[config.mk]
export PLATFORM = sky130hd
export DESIGN_NAME = lr3_disp_scan_flat
export DESIGN_NICKNAME = d
export VERILOG_FILES = /design/src/rtl/lr3_disp_pkg.sv /design/src/rtl/lr3_disp_scan_if.sv /design/src/rtl/lr3_hex7seg.sv /design/src/rtl/lr3_disp_scan.sv /design/src/flat_wrapper.sv
export SDC_FILE = /design/constraint.sdc
export NUM_CORES = 1
export LEC_CHECK = 0
export CAP_MARGIN = 20
export CORE_AREA = 2 2 99 101
export CTS_BUF_LIST = sky130_fd_sc_hd__clkbuf_16
export DETAILED_ROUTE_END_ITERATION = 10
export DIE_AREA = 0 0 101 103
export PLACE_DENSITY = 0.74
export SYNTH_ARGS = -nofsm -noshare
export SYNTH_HDL_FRONTEND = slang
export SYNTH_SLANG_ARGS = --single-unit
[constraint.sdc]
create_clock -name clk -period 3.4 [get_ports clk]
set_clock_uncertainty 0.1 [all_clocks]
set_input_delay 0.51 -clock clk [delete_from_list [all_inputs] [get_ports clk]]
set_output_delay 0.51 -clock clk [all_outputs]
set_load 0.005 [all_outputs]
[src/rtl/lr3_disp_pkg.sv]
// lr3_disp_pkg: shared constants, segment table and scan FSM states for the display driver.
// Rev 1.0
`default_nettype none

package lr3_disp_pkg;

  localparam int NDIG_DEF = 8;

  localparam logic [6:0]          CAT_OFF = 7'h7F;
  localparam logic [NDIG_DEF-1:0] AN_OFF  = '1;

  // Active-low segments, bit 0 = a ... bit 6 = g
  localparam logic [6:0] SEG_LUT [16] = '{
    7'h40, 7'h79, 7'h24, 7'h30, 7'h19, 7'h12, 7'h02, 7'h78,
    7'h00, 7'h10, 7'h08, 7'h03, 7'h46, 7'h21, 7'h06, 7'h0E
  };

  typedef enum logic [0:0] {
    ST_ACT = 1'b0,
    ST_BLK = 1'b1
  } state_t;

endpackage

`default_nettype wire

[src/rtl/lr3_disp_scan_if.sv]
// lr3_disp_scan_if: scan tick, data load, display controls and pin outputs of the display driver.
// Rev 1.0
`default_nettype none

interface lr3_disp_scan_if #(
  parameter int NDIG = 8
);
  logic            disp_ce;
  logic            ld;
  logic [31:0]     dat_i;
  logic [NDIG-1:0] en_mask;
  logic            lzb;
  logic [6:0]      cat;
  logic [NDIG-1:0] an;
  logic [2:0]      dig_idx;
  logic            frm_o;

  modport master (
    output disp_ce, ld, dat_i, en_mask, lzb,
    input  cat, an, dig_idx, frm_o
  );

  modport slave (
    input  disp_ce, ld, dat_i, en_mask, lzb,
    output cat, an, dig_idx, frm_o
  );
endinterface

`default_nettype wire

[src/rtl/lr3_hex7seg.sv]
// lr3_hex7seg: hex nibble to active-low 7-segment pattern.
// Rev 1.0
`default_nettype none

module lr3_hex7seg
  import lr3_disp_pkg::*;
(
  input  logic [3:0] nib,
  output logic [6:0] seg
);

  assign seg = SEG_LUT[nib];

endmodule

`default_nettype wire

[src/rtl/lr3_disp_scan.sv]
// lr3_disp_scan: double-buffered, blanking, time-multiplexed 7-segment scanner.
// Rev 1.0
`default_nettype none

module lr3_disp_scan
  import lr3_disp_pkg::*;
#(
  parameter int NDIG        = NDIG_DEF,
  parameter int BLANK_TICKS = 1
) (
  input  logic          clk,
  input  logic          rst_n,
  lr3_disp_scan_if.slave bus
);

  localparam logic [3:0]      BT       = 4'(BLANK_TICKS);
  localparam logic [2:0]      LAST_IDX = 3'(NDIG - 1);
  localparam logic [NDIG-1:0] AN_ALL   = AN_OFF[NDIG-1:0];

  state_t          state, state_nxt;
  logic [3:0]      cnt, cnt_nxt;
  logic [2:0]      idx, idx_nxt, next_idx;
  logic [31:0]     act_r, pend_r, act_nxt;
  logic            pend_v;
  logic [NDIG-1:0] an_r, an_nxt;
  logic [6:0]      cat_r, cat_nxt, seg;
  logic            frm_r, frm_nxt;
  logic [3:0]      nib;
  logic            advance, frame_start, lead_zero, lit;

  lr3_hex7seg u_hex7seg (
    .nib (nib),
    .seg (seg)
  );

  always_comb begin
    advance = 1'b0;
    if (bus.disp_ce) begin
      if (state == ST_BLK && cnt == BT) advance = 1'b1;
      if (state == ST_ACT && BT == 4'd0) advance = 1'b1;
    end

    next_idx    = (idx == LAST_IDX) ? 3'd0 : idx + 3'd1;
    frame_start = advance && (next_idx == 3'd0);
    // The digit entered on a frame-start edge must already see the freshly transferred word
    act_nxt     = (frame_start && pend_v) ? pend_r : act_r;
    nib         = act_nxt[{next_idx, 2'b00} +: 4];

    lead_zero = 1'b1;
    for (int j = 0; j < NDIG; j++) begin
      if (j >= int'(next_idx) && act_nxt[4*j +: 4] != 4'h0) lead_zero = 1'b0;
    end
    lit = bus.en_mask[next_idx] && !(bus.lzb && next_idx != 3'd0 && lead_zero);

    state_nxt = state;
    cnt_nxt   = cnt;
    idx_nxt   = idx;
    an_nxt    = an_r;
    cat_nxt   = cat_r;
    frm_nxt   = 1'b0;

    if (advance) begin
      state_nxt = ST_ACT;
      idx_nxt   = next_idx;
      an_nxt    = lit ? ~(NDIG'(1) << next_idx) : AN_ALL;
      cat_nxt   = lit ? seg : CAT_OFF;
      frm_nxt   = (next_idx == 3'd0);
    end else if (bus.disp_ce) begin
      case (state)
        ST_ACT: begin
          state_nxt = ST_BLK;
          cnt_nxt   = 4'd1;
          an_nxt    = AN_ALL;
          cat_nxt   = CAT_OFF;
        end
        default: cnt_nxt = cnt + 4'd1;
      endcase
    end
  end

  always_ff @(posedge clk or negedge rst_n) begin
    if (!rst_n) begin
      state <= ST_BLK;
      cnt   <= BT;
      idx   <= LAST_IDX;
      an_r  <= AN_ALL;
      cat_r <= CAT_OFF;
      frm_r <= 1'b0;
    end else begin
      state <= state_nxt;
      cnt   <= cnt_nxt;
      idx   <= idx_nxt;
      an_r  <= an_nxt;
      cat_r <= cat_nxt;
      frm_r <= frm_nxt;
    end
  end

  always_ff @(posedge clk or negedge rst_n) begin
    if (!rst_n) begin
      act_r  <= '0;
      pend_r <= '0;
      pend_v <= 1'b0;
    end else begin
      act_r <= act_nxt;
      if (bus.ld) begin
        pend_r <= bus.dat_i;
        pend_v <= 1'b1;
      end else if (frame_start && pend_v) begin
        pend_v <= 1'b0;
      end
    end
  end

  assign bus.an      = an_r;
  assign bus.cat     = cat_r;
  assign bus.dig_idx = idx;
  assign bus.frm_o   = frm_r;

endmodule

`default_nettype wire

[src/flat_wrapper.sv]
// flat-port wrapper written by rule: the top's interface ports become plain ports
module lr3_disp_scan_flat import lr3_disp_pkg::*;
#(
  parameter int NDIG        = NDIG_DEF,
  parameter int BLANK_TICKS = 1
)
  (clk, rst_n, bus_disp_ce, bus_ld, bus_dat_i, bus_en_mask, bus_lzb, bus_cat, bus_an, bus_dig_idx, bus_frm_o);
  lr3_disp_scan_if #(.NDIG(NDIG)) bus_i ();
  input  logic clk;
  input  logic rst_n;
  input wire logic [$bits(bus_i.disp_ce)-1:0] bus_disp_ce;
  input wire logic [$bits(bus_i.ld)-1:0] bus_ld;
  input wire logic [$bits(bus_i.dat_i)-1:0] bus_dat_i;
  input wire logic [$bits(bus_i.en_mask)-1:0] bus_en_mask;
  input wire logic [$bits(bus_i.lzb)-1:0] bus_lzb;
  output wire logic [$bits(bus_i.cat)-1:0] bus_cat;
  output wire logic [$bits(bus_i.an)-1:0] bus_an;
  output wire logic [$bits(bus_i.dig_idx)-1:0] bus_dig_idx;
  output wire logic [$bits(bus_i.frm_o)-1:0] bus_frm_o;
  assign bus_i.disp_ce = bus_disp_ce;
  assign bus_i.ld = bus_ld;
  assign bus_i.dat_i = bus_dat_i;
  assign bus_i.en_mask = bus_en_mask;
  assign bus_i.lzb = bus_lzb;
  assign bus_cat = bus_i.cat;
  assign bus_an = bus_i.an;
  assign bus_dig_idx = bus_i.dig_idx;
  assign bus_frm_o = bus_i.frm_o;
  lr3_disp_scan #(.NDIG(NDIG), .BLANK_TICKS(BLANK_TICKS)) u_core (.clk(clk), .rst_n(rst_n), .bus(bus_i));
endmodule
Yosys cells after proc, flatten, opt, wreduce, memory -nomap -nowiden
Memory sizes are Yosys's and may differ from the RTL's.
Cells that the tools add are included.
Word-level totals
  ROM bits: 112
  bits in registers: 89
  output and inout port bits: 19
  memories kept: 1
  bits of input ports: 45
Operators by class
  add/subtract/negate cells: 2
  mux-type cells: 30
  shifts and indexed selects: 2
  reductions and logical operators: 28
  eq/ne operators: 3
  order comparisons: 9
  bitwise operators: 3
Memory list
  (name not given): depth 16, width 7, read ports 1, clocked after memory_dff 0, write ports 0, RTL line lr3_hex7seg.sv:12  | assign seg = SEG_LUT[nib];
Operators with widths (number)
  $mux W7: 6
  $mux W32: 1
  $mux W8: 4
  $reduce_bool A4 Y1: 8
  $shiftx A32 B6 Y4: 1
  $mux W1: 16
  $logic_and A1 B1 Y1: 13
  $ge A3 B3 Y1 const A: 3
  $not A8 Y8: 1
  $shl A1 B3 Y8 const A: 1
  $ge A1 B3 Y1 const A: 2
  $ge A2 B3 Y1 const A: 2
  $ge A5 B5 Y1 const B: 1
  $not A4 Y5: 1
  $add A4 B1 Y4 const B: 1
  $eq A4 B1 Y1 const B: 1
  $lt A3 B4 Y1 const B: 1
  $mux W4: 1
  $reduce_and A2 Y1: 2
  $reduce_bool A2 Y1: 2
  $add A3 B1 Y3 const B: 1
  $bmux W1 S3: 1
  $eq A3 B3 Y1 const B: 1
  $logic_not A3 Y1: 1
  5 further kinds: 5

Longest topological paths before layout
Gate-level depths: netlist of the first run.
  word-level depth: 22
  depth in mapped cells: 17
  depth with buffers taken out: 14

Modules after synthesis
From an unflattened synthesis of the first run, not the netlist that was laid out.
Second synthesis, totals
  cells, all modules: 380
  area total of the unflattened synthesis: 4446.8 um^2
By module, submodules not included
  lr3_disp_scan: cells each 348, instances 1, area each 4171.5 um^2
  lr3_hex7seg: cells each 32, instances 1, area each 275.3 um^2

Worst setup path after synthesis of the first run
OpenSTA, ideal clock, no wires.
  path kind: reg-to-reg
  start point: register u_core.idx[0] (netlist: u_core.bus.dig_idx[0])
  end point: register u_core.cat_r[1] (netlist: u_core.bus.cat[1])
  cell stages (with the launch flop): 16
  data required time: 3220 ps
  clock period less this slack: 3687 ps
  buffers on the path: 2
  slack: -287 ps
  data arrival time: 3507 ps
  cell sequence: dfstp_2 ha_1 ha_1 nand2b_4 or3_1 buf_2 mux2_4 a22o_1 or4b_1 buf_2 inv_1 ha_1 inv_1 mux2i_1 a32o_1 o22a_1
Between the ends
  elaborated cells between the ends (all ways): 51
  those cells by class: 1 x add/sub; 7 x order compare; 1 x eq/ne; 1 x shift; 16 x mux; 1 x bitwise; 23 x reduce/logical; 1 x memory
RTL lines
  start: declaration: RTL line lr3_disp_scan.sv:22  | logic [2:0] idx, idx_nxt, next_idx;
  start signal: assignment: RTL line lr3_disp_scan.sv:92  | idx <= idx_nxt;
  $add A3 B1 Y3 or $eq A3 B3 Y1 (tied branches): RTL line lr3_disp_scan.sv:43  | next_idx = (idx == LAST_IDX) ? 3'd0 : idx + 3'd1;
  $mux W3 *: RTL line lr3_disp_scan.sv:43
  named net u_core.next_idx[2]: RTL line lr3_disp_scan.sv:22
  $logic_not A3 Y1 *: RTL line lr3_disp_scan.sv:44  | frame_start = advance && (next_idx == 3'd0);
  $logic_and A1 B1 Y1 *: RTL line lr3_disp_scan.sv:44
  $logic_and A1 B1 Y1 *: RTL line lr3_disp_scan.sv:46  | act_nxt = (frame_start && pend_v) ? pend_r : act_r;
  $mux W32 *: RTL line lr3_disp_scan.sv:46
  named net u_core.act_nxt[8]: RTL line lr3_disp_scan.sv:23  | logic [31:0] act_r, pend_r, act_nxt;
  branches (longest 11 deep; another with $mem_v2 Z16 W7)
  $mux W7 *: RTL line lr3_disp_scan.sv:66  | cat_nxt = lit ? seg : CAT_OFF;
  $mux W7 *: RTL line lr3_disp_scan.sv:62  | if (advance) begin
  end signal: assignment: RTL line lr3_disp_scan.sv:94  | cat_r <= cat_nxt;
  end: declaration: RTL line lr3_disp_scan.sv:26  | logic [6:0] cat_r, cat_nxt, seg;
Mark *: on every way through the listed nets, which the timed path passes. The select of a mux whose other input is x is not followed.
A chain may end at the register's enable or synchronous reset.

Worst setup path in the final report of the first run
  start point: register u_core.idx[1] (netlist: u_core.bus.dig_idx[1])
  end point: register u_core.cat_r[6] (netlist: u_core.bus.cat[6])
The elaborated chain is that of the path after synthesis.

==> results by group, run 1 <==
Outcome
  • Status: finished with violations
  • Failing checks: negative setup slack

Global route
  • Vias in the first global route: 3716
  • All-Layer GR Usage: approximately 23%
  • Largest net degree at the start of global routing: 65
  • Antenna violations before repair: 0
  • Wire length of the first global-routing pass: between 15000 and 20000 um
  • GRT Residual Overflow: 0

Routing
  • 1st-iter DRT viols: around 220
  • DRC errors left: 0
  • Detailed Route WL: 11000 um
  • Post-route antenna net violation count: 0
  • Vias per cell: 5.67
  • Via Count: about 3700
  • Wire per inst: ~17 um
  • TritonRoute pass-1 iters: 4

Flow run
  • Max-cap violation count: 0

Clock network
  • Clk buf depth: 2
  • Clk Latency, worst-skew pair: between 0.3 and 0.4 ns
  • TritonCTS clock tree: done
  • CTS Sinks: 89
  • CTS root buf: clkbuf_16
  • Post-CTS Hold Buffers: 0
  • Reg clk slew, reported paths: around 0.070 ns
  • CTS buffer count: 9
  • H-tree levels: 3

Synthesis
  • Synth area leaders: dfrtp_1, dfstp_2, mux2_2, nand2_1, ha_1
  • Most frequent cell after synthesis: nand2_1
  • Register bit total from synthesis: just under 90
  • Post-synthesis sequential area ratio: roughly 50%
  • Post-synth top cells: nand2_1, dfrtp_1, mux2_2, dfstp_2, nor2_1
  • Mapped Cells: about 440
  • Post-synth EDFFs: 0
  • Syn avg cell area: 10.3 um2
  • Primary FF master, synth: dfrtp_1
  • Post-synth top area cell: dfrtp_1
  • Cell variety after synth: 54
  • Post-synth ARST share: between 90% and 100%
  • Top cell type's share of synthesized area: 38.4%
  • Post-Syn Area: 0.00449 mm2
  • Synth Warn #: 0
  • Post-Syn Nets: around 500

Setup path
  • Worst reg2reg setup slack: -0.12 ns
  • CP Capture Type: flip-flop
  • Worst Reg2Reg Path Length in Cells: 11
  • Critical R2R Capture: u_core.bus.cat[6]
  • Critical-path maximum fanout: 7
  • Critical path class: flip-flop to flip-flop
  • Worst EP required: about 3.6 ns
  • CP arrival: between 3 and 4 ns
  • Worst reg2reg startpoint: u_core.bus.dig_idx[1]
  • Startpoint Class: flip-flop

Power and ir drop
  • PD cells: about 850 mW/mm2
  • Leakage: 0.00262 uW
  • Worst vdd ir: 327 uV

Layout
  • Nets: approximately 590
  • Area delta synth->final: 30.3%
  • Final Util: about three fifths
  • Share of layout cells above drive strength 1: about a quarter
  • Non-Filler Instances: between 600 and 700
  • Ant. Diodes: 0

Die
  • Core region area: 0.00946 mm2
  • Initial Utilization: 47.5%
  • Die Ht: 103 um
  • Die Footprint: roughly 0.010 mm2
  • Die width: around 100 um
  • Boundary pin count: between 60 and 70
  • Row count: 36

Timing
  • F_max: between 200 and 300 MHz
  • Tightest Pin Transition: just under 0.8 ns
  • Min cycle time layout: ~3.5 ns
  • Final hold viol count: 0
  • Slew Viols, Final: 0
  • Hold WS: 0.169 ns
  • Final WS setup: -0.120 ns
  • Slew headroom: between 40% and 50%
  • Period Utilization, post-route: 104%
  • # setup viols final: 7
  • RSZ-0062 raised after global routing: yes
  • Post-route setup TNS: -0.489 ns

Placed design
  • Post-Place Worst Slack: -0.396 ns
  • Placer Congestion: ~0.91
  • DP HPWL: just under 8000 um
  • Inst Count DP: 632
  • PortBufs: between 60 and 70

Min path
  • Worst hold path class: input port to asynchronous set/reset pin
==> registers in the layout (all words and copies together), names as in the netlist <==
signal / count
u_core.bus.an: 8
u_core.act_r: 32
u_core.bus.cat: 7
u_core.bus.dig_idx: 3
u_core.bus.frm_o: 1
u_core.pend_v: 1
u_core.pend_r: 32
u_core.state: 1
u_core.cnt: 4
==> worst max path at each step <==
| stage | endpoint | depth (start not counted) | slack [ns] | start |
|---|---|---|---|---|
| 2_1_floorplan | u_core.bus.cat[1] | 15 | -0.16 | u_core.bus.dig_idx[0] |
| 3_3_place_gp | u_core.bus.cat[1] | 12 | -0.30 | bus_disp_ce |
| 3_5_place_dp | u_core.bus.cat[1] | 12 | -0.40 | bus_disp_ce |
| 4_1_cts | u_core.bus.cat[1] | 13 | -0.11 | u_core.bus.dig_idx[1] |
| 5_1_grt | u_core.bus.cat[1] | 16 | -0.18 | u_core.bus.dig_idx[1] |
| 6_report | u_core.bus.cat[6] | 11 | -0.12 | u_core.bus.dig_idx[1] |
==> logic make-up (layout without fill, tap and decap cells) <==
family	Yosys count	count (layout)	synth area share (%)
compound gates	67	67	11.0
xor+xnor	1	1	0.195
fa+ha+maj	13	13	3.62
buf+inv	38	139	3.45
flops	89	89	50.1
mux	52	52	13.6
simple gates	177	177	18.0
==> power by group <==
part	switching, uW	leakage, uW	total [uW]	internal [uW]
registers	200	0.00108	1580	1380
clock network	409	0.000133	897	488
logic	1280	0.00141	2490	1220
total	1890	0.00262	4970	3080
==> cells in the final DEF (no fill, tap or decap), types with 12 or more instances in the layout <==
cell type / count
dfrtp_1: 69
a21oi_1: 14
nand2_1: 108
mux2_2: 37
clkdlybuf4s50_1: 62
nor2_1: 16
dfstp_2: 20
inv_1: 12
buf_4: 45
nor4_1: 14
==> layout make-up <==
| class | instances | area [um2] |
|---|---|---|
| clock buffers | 9 | 225 |
| repair buffers | 107 | 958 |
| well taps | 114 | 143 |
| multi-input cells | 310 | 2180 |
| flip-flops and latches | 89 | 2250 |
| fillers | 810 | 3600 |
| inverters | 16 | 62.6 |
| clock inverters | 7 | 37.5 |
==> metal layers <==
layer / global-route usage (%) / wire length [um] / vias up
met3: 3.32 / 525 / 17
met1: 30.7 / 4840 / 1822
li1: - / - / 1736
met4: 7.69 / 188 / 0
met5: 0 / 0 / -
met2: 38.1 / 5490 / 119
==> timing repair <==
item | in CTS | in global routing
pin swaps | 3 | 1
buffers inserted | 4 | 0
endpoints found under the hold margin | 0 | 0
gates resized for setup | 7 | 4
endpoints found under the setup margin | 7 | 7
==> stage by stage <==
stage               power [uW]  area [um2]
floorplan                 3010        4540
global placement          3900        5510
detailed placement        3980        5510
CTS                       4940        5840
global route              5290        5850
finish                    4970        5850
==> critical path, stage by stage, from the launching register on <==
cell	delay [ns]
dfstp_2	0.56
ha_4	0.14
ha_4	0.19
nand2b_4	0.14
or3_4	0.42
mux2_4	0.33
a22o_1	0.21
or4b_4	0.57
ha_2	0.23
mux2_1	0.29
o2bb2ai_1	0.12
o22a_1	0.15
No activity file was read; power rests on OpenSTA's default activity.
==> run 2: changes to the inputs <==
--- a/config.mk
+++ b/config.mk
@@ -10,6 +10,7 @@
 export CTS_BUF_LIST = sky130_fd_sc_hd__clkbuf_16
 export DETAILED_ROUTE_END_ITERATION = 10
 export DIE_AREA = 0 0 101 103
+export GPL_TIMING_DRIVEN = 0
 export PLACE_DENSITY = 0.74
 export SYNTH_ARGS = -nofsm -noshare
 export SYNTH_HDL_FRONTEND = slang
==> run 2 against run 1 <==
Net effect: the flow still finishes with violations (negative setup slack); flip-flop and latch count unchanged; via count increased by 0.38%; total power decreased by 0.80%; register-to-register slack got worse by 0.03 ns; hold slack got worse by 0.11 ns; first-iteration DRC count increased by 7.4%; highest routed layer unchanged; setup slack got worse by 0.030 ns; die area unchanged; sequential share of layout area decreased by 0.17 points; final cell count decreased by 0.15%; utilization increased by 0.28 points; combinational power about the same.
==> results by group, run 2 (synthesis gave the netlist of run 1 again) <==
Outcome
  • Status: finished with violations (unchanged)
  • Failing checks: negative setup slack (unchanged)

Power and ir drop
  • Leakage: 0.00262 uW (about the same)
  • Worst vdd ir: 405 uV (was 327 uV)
  • PD cells: 838 mW/mm2 (was 849 mW/mm2)

Placed design
  • Post-Place Worst Slack: -0.736 ns (was -0.396 ns)
  • PortBufs: 62 (was 63)
  • Placer Congestion: 0.921 (was 0.906)
  • Inst Count DP: 614 (was 632)
  • DP HPWL: 8100 um (was 7900 um)

Timing
  • Slew Viols, Final: 0 (unchanged)
  • Min cycle time layout: 3.55 ns (was 3.52 ns)
  • Hold WS: 0.0611 ns (was 0.169 ns)
  • Final hold viol count: 0 (unchanged)
  • # setup viols final: 7 (unchanged)
  • Slew headroom: 34.6% (was 47.5%)
  • F_max: 282 MHz (was 284 MHz)
  • Final WS setup: -0.150 ns (was -0.120 ns)
  • Tightest Pin Transition: 0.974 ns (was 0.788 ns)
  • Period Utilization, post-route: 104% (about the same)
  • RSZ-0062 raised after global routing: yes (unchanged)

Global route
  • Vias in the first global route: 3616 (was 3716)
  • Antenna violations before repair: 0 (unchanged)
  • All-Layer GR Usage: 22.5% (was 22.8%)
  • GRT Residual Overflow: 0 (unchanged)
  • Wire length of the first global-routing pass: 17900 um (was 18600 um)
  • Largest net degree at the start of global routing: 50 (was 65)

Die
  • Core region area: 0.00946 mm2 (unchanged)
  • Row count: 36 (unchanged)
  • Die Footprint: 0.0104 mm2 (unchanged)
  • Initial Utilization: 47.5% (unchanged)
  • Boundary pin count: 64 (unchanged)
  • Die width: 101 um (unchanged)
  • Die Ht: 103 um (unchanged)

Layout
  • Non-Filler Instances: 651 (was 652)
  • Area delta synth->final: 30.8% (was 30.3%)
  • Commonest non-fill, non-tap cell in the layout: nand2_1 (unchanged)
  • Nets: 590 (was 591)
  • Ant. Diodes: 0 (unchanged)
  • Share of layout cells above drive strength 1: 26.4% (was 26.6%)
  • Most frequent cells in the layout: nand2_1, dfrtp_1, clkdlybuf4s50_1, mux2_2, buf_4 (was nand2_1, dfrtp_1, clkdlybuf4s50_1, buf_4, mux2_2)

Setup path
  • Critical path destination: u_core.bus.cat[5] (was u_core.bus.cat[6])
  • Max stage delay on crit path: 0.56 ns (was 0.57 ns)
  • Critical R2R Capture: u_core.bus.cat[5] (was u_core.bus.cat[6])
  • CP cell instances: ha_4 > ha_4 > nand2b_4 > or3_4 > mux2_4 > a22o_1 > or4b_4 > ha_2 > mux2i_1 > a31oi_1 > o32a_1 (was ha_4 > ha_4 > nand2b_4 > or3_4 > mux2_4 > a22o_1 > or4b_4 > ha_2 > mux2_1 > o2bb2ai_1 > o22a_1)
  • Worst reg2reg setup slack: -0.15 ns (was -0.12 ns)
  • Crit-path slowest cell: dfstp_2 (was or4b_4)
  • Worst Reg2Reg Path Length in Cells: 11 (unchanged)
  • Critical path class: flip-flop to flip-flop (unchanged)
  • CP Capture Type: flip-flop (unchanged)
  • Startpoint Class: flip-flop (unchanged)
  • Critical-path maximum fanout: 5 (was 7)
  • Worst reg2reg startpoint: u_core.bus.dig_idx[0] (was u_core.bus.dig_idx[1])
  • Worst EP required: 3.57 ns (about the same)
  • CP arrival: 3.72 ns (was 3.69 ns)
  • Crit path top cell by count: ha_4 (unchanged)
  • Critical path origin: u_core.bus.dig_idx[0] (was u_core.bus.dig_idx[1])

Clock network
  • H-tree levels: 3 (unchanged)
  • TritonCTS clock tree: done (unchanged)
  • CTS Sinks: 89 (unchanged)
  • Post-CTS Hold Buffers: 0 (unchanged)
  • Reg clk slew, reported paths: 0.06 ns (was 0.07 ns)
  • CTS root buf: clkbuf_16 (unchanged)
  • CTS buffer count: 9 (unchanged)
  • Clk buf depth: 2 (unchanged)
  • Clk Latency, worst-skew pair: 0.34 ns (about the same)

Routing
  • Wire per inst: 17.3 um (was 16.9 um)
  • TritonRoute pass-1 iters: 4 (unchanged)
  • Via Count: 3708 (was 3694)
  • DRC errors left: 0 (unchanged)
  • 1st-iter DRT viols: 233 (was 217)
  • Detailed Route WL: 11300 um (was 11000 um)
  • Vias per cell: 5.70 (was 5.67)
  • Post-route antenna net violation count: 0 (unchanged)

Min path
  • Worst hold path class: input port to asynchronous set/reset pin (unchanged)

Flow run
  • Max-cap violation count: 0 (unchanged)
-- run 2: cell types whose count changed in the layout (fill, tap and decap cells not counted), sizes merged --
cell,previous run,this run
clkbuf,9,21
clkdlybuf4s50,62,61
buf,45,33
clkinvlp,0,1
clkinv,7,6
-- run 2: report_power, final --
part / internal (uW) / switching, uW / leakage (uW)
Clock: 482 / 396 / 0.000139
Sequential: 1380 / 213 / 0.00108
Combinational: 1160 / 1290 / 0.00140
Total: 3030 / 1900 / 0.00262
-- run 2: worst min path at each step --
stage,start,to,slack (ns),cells after the start
2_1_floorplan,rst_n,u_core.act_r[0],0.11,0
3_3_place_gp,u_core.pend_r[31],u_core.act_r[31],0.35,2
3_5_place_dp,u_core.pend_r[31],u_core.act_r[31],0.37,2
4_1_cts,rst_n,u_core.act_r[5],0.07,1
5_1_grt,rst_n,u_core.act_r[5],0.09,1
6_report,rst_n,u_core.cnt[2],0.06,1
-- run 2: final cells by class --
type / count / area, um2
Tap cell: 114 / 143
Buffer: 19 / 104
Clock inverter: 7 / 31.3
Clock buffer: 9 / 225
Timing Repair Buffer: 87 / 826
Sequential cell: 89 / 2250
Fill cell: 798 / 3580
Inverter: 16 / 66.3
Multi-Input combinational cell: 310 / 2230
-- run 2: stage by stage --
| stage | cell area [um2] | total power [uW] | util (%) | setup TNS, ns |
|---|---|---|---|---|
| 6_report | 5880 | 4930 | 62.2 | -0.550 |
| 5_1_grt | 5880 | 5240 | 62.2 | -1.53 |
| 4_1_cts | 5710 | 4760 | 60.3 | -1.22 |
| 3_5_place_dp | 5330 | 3710 | 56.3 | -5.06 |
| 3_3_place_gp | 5300 | 3640 | 56.1 | -104.97 |
| 2_1_floorplan | 4540 | 3010 | - | -0.526 |
-- run 2: worst max-delay path: cells and delay by family (launching register included) --
kind	cells	cell delay (ns)
multiplexers	2	0.46
AO/OA/AOI/OAI	3	0.64
flip-flops	1	0.56
AND/OR/NAND/NOR	3	1.14
adder cells (fa/ha/maj)	3	0.57
-- run 2: layer usage --
metal / GRT usage (%) / share of wire (%) / vias up
li1: - / - / 1754
met1: 29.2 / 44 / 1810
met2: 36.8 / 48 / 122
met3: 4.34 / 6.0 / 22
met4: 10.4 / 2.3 / 0
met5: 0 / 0 / -
-- run 2: timing repair --
| action | CTS | global route |
|---|---|---|
| pin swaps | 8 | 14 |
| buffers inserted | 11 | 14 |
| setup endpoints to repair | 11 | 11 |
| resized for setup | 17 | 20 |
| endpoints found under the hold margin | 0 | 0 |
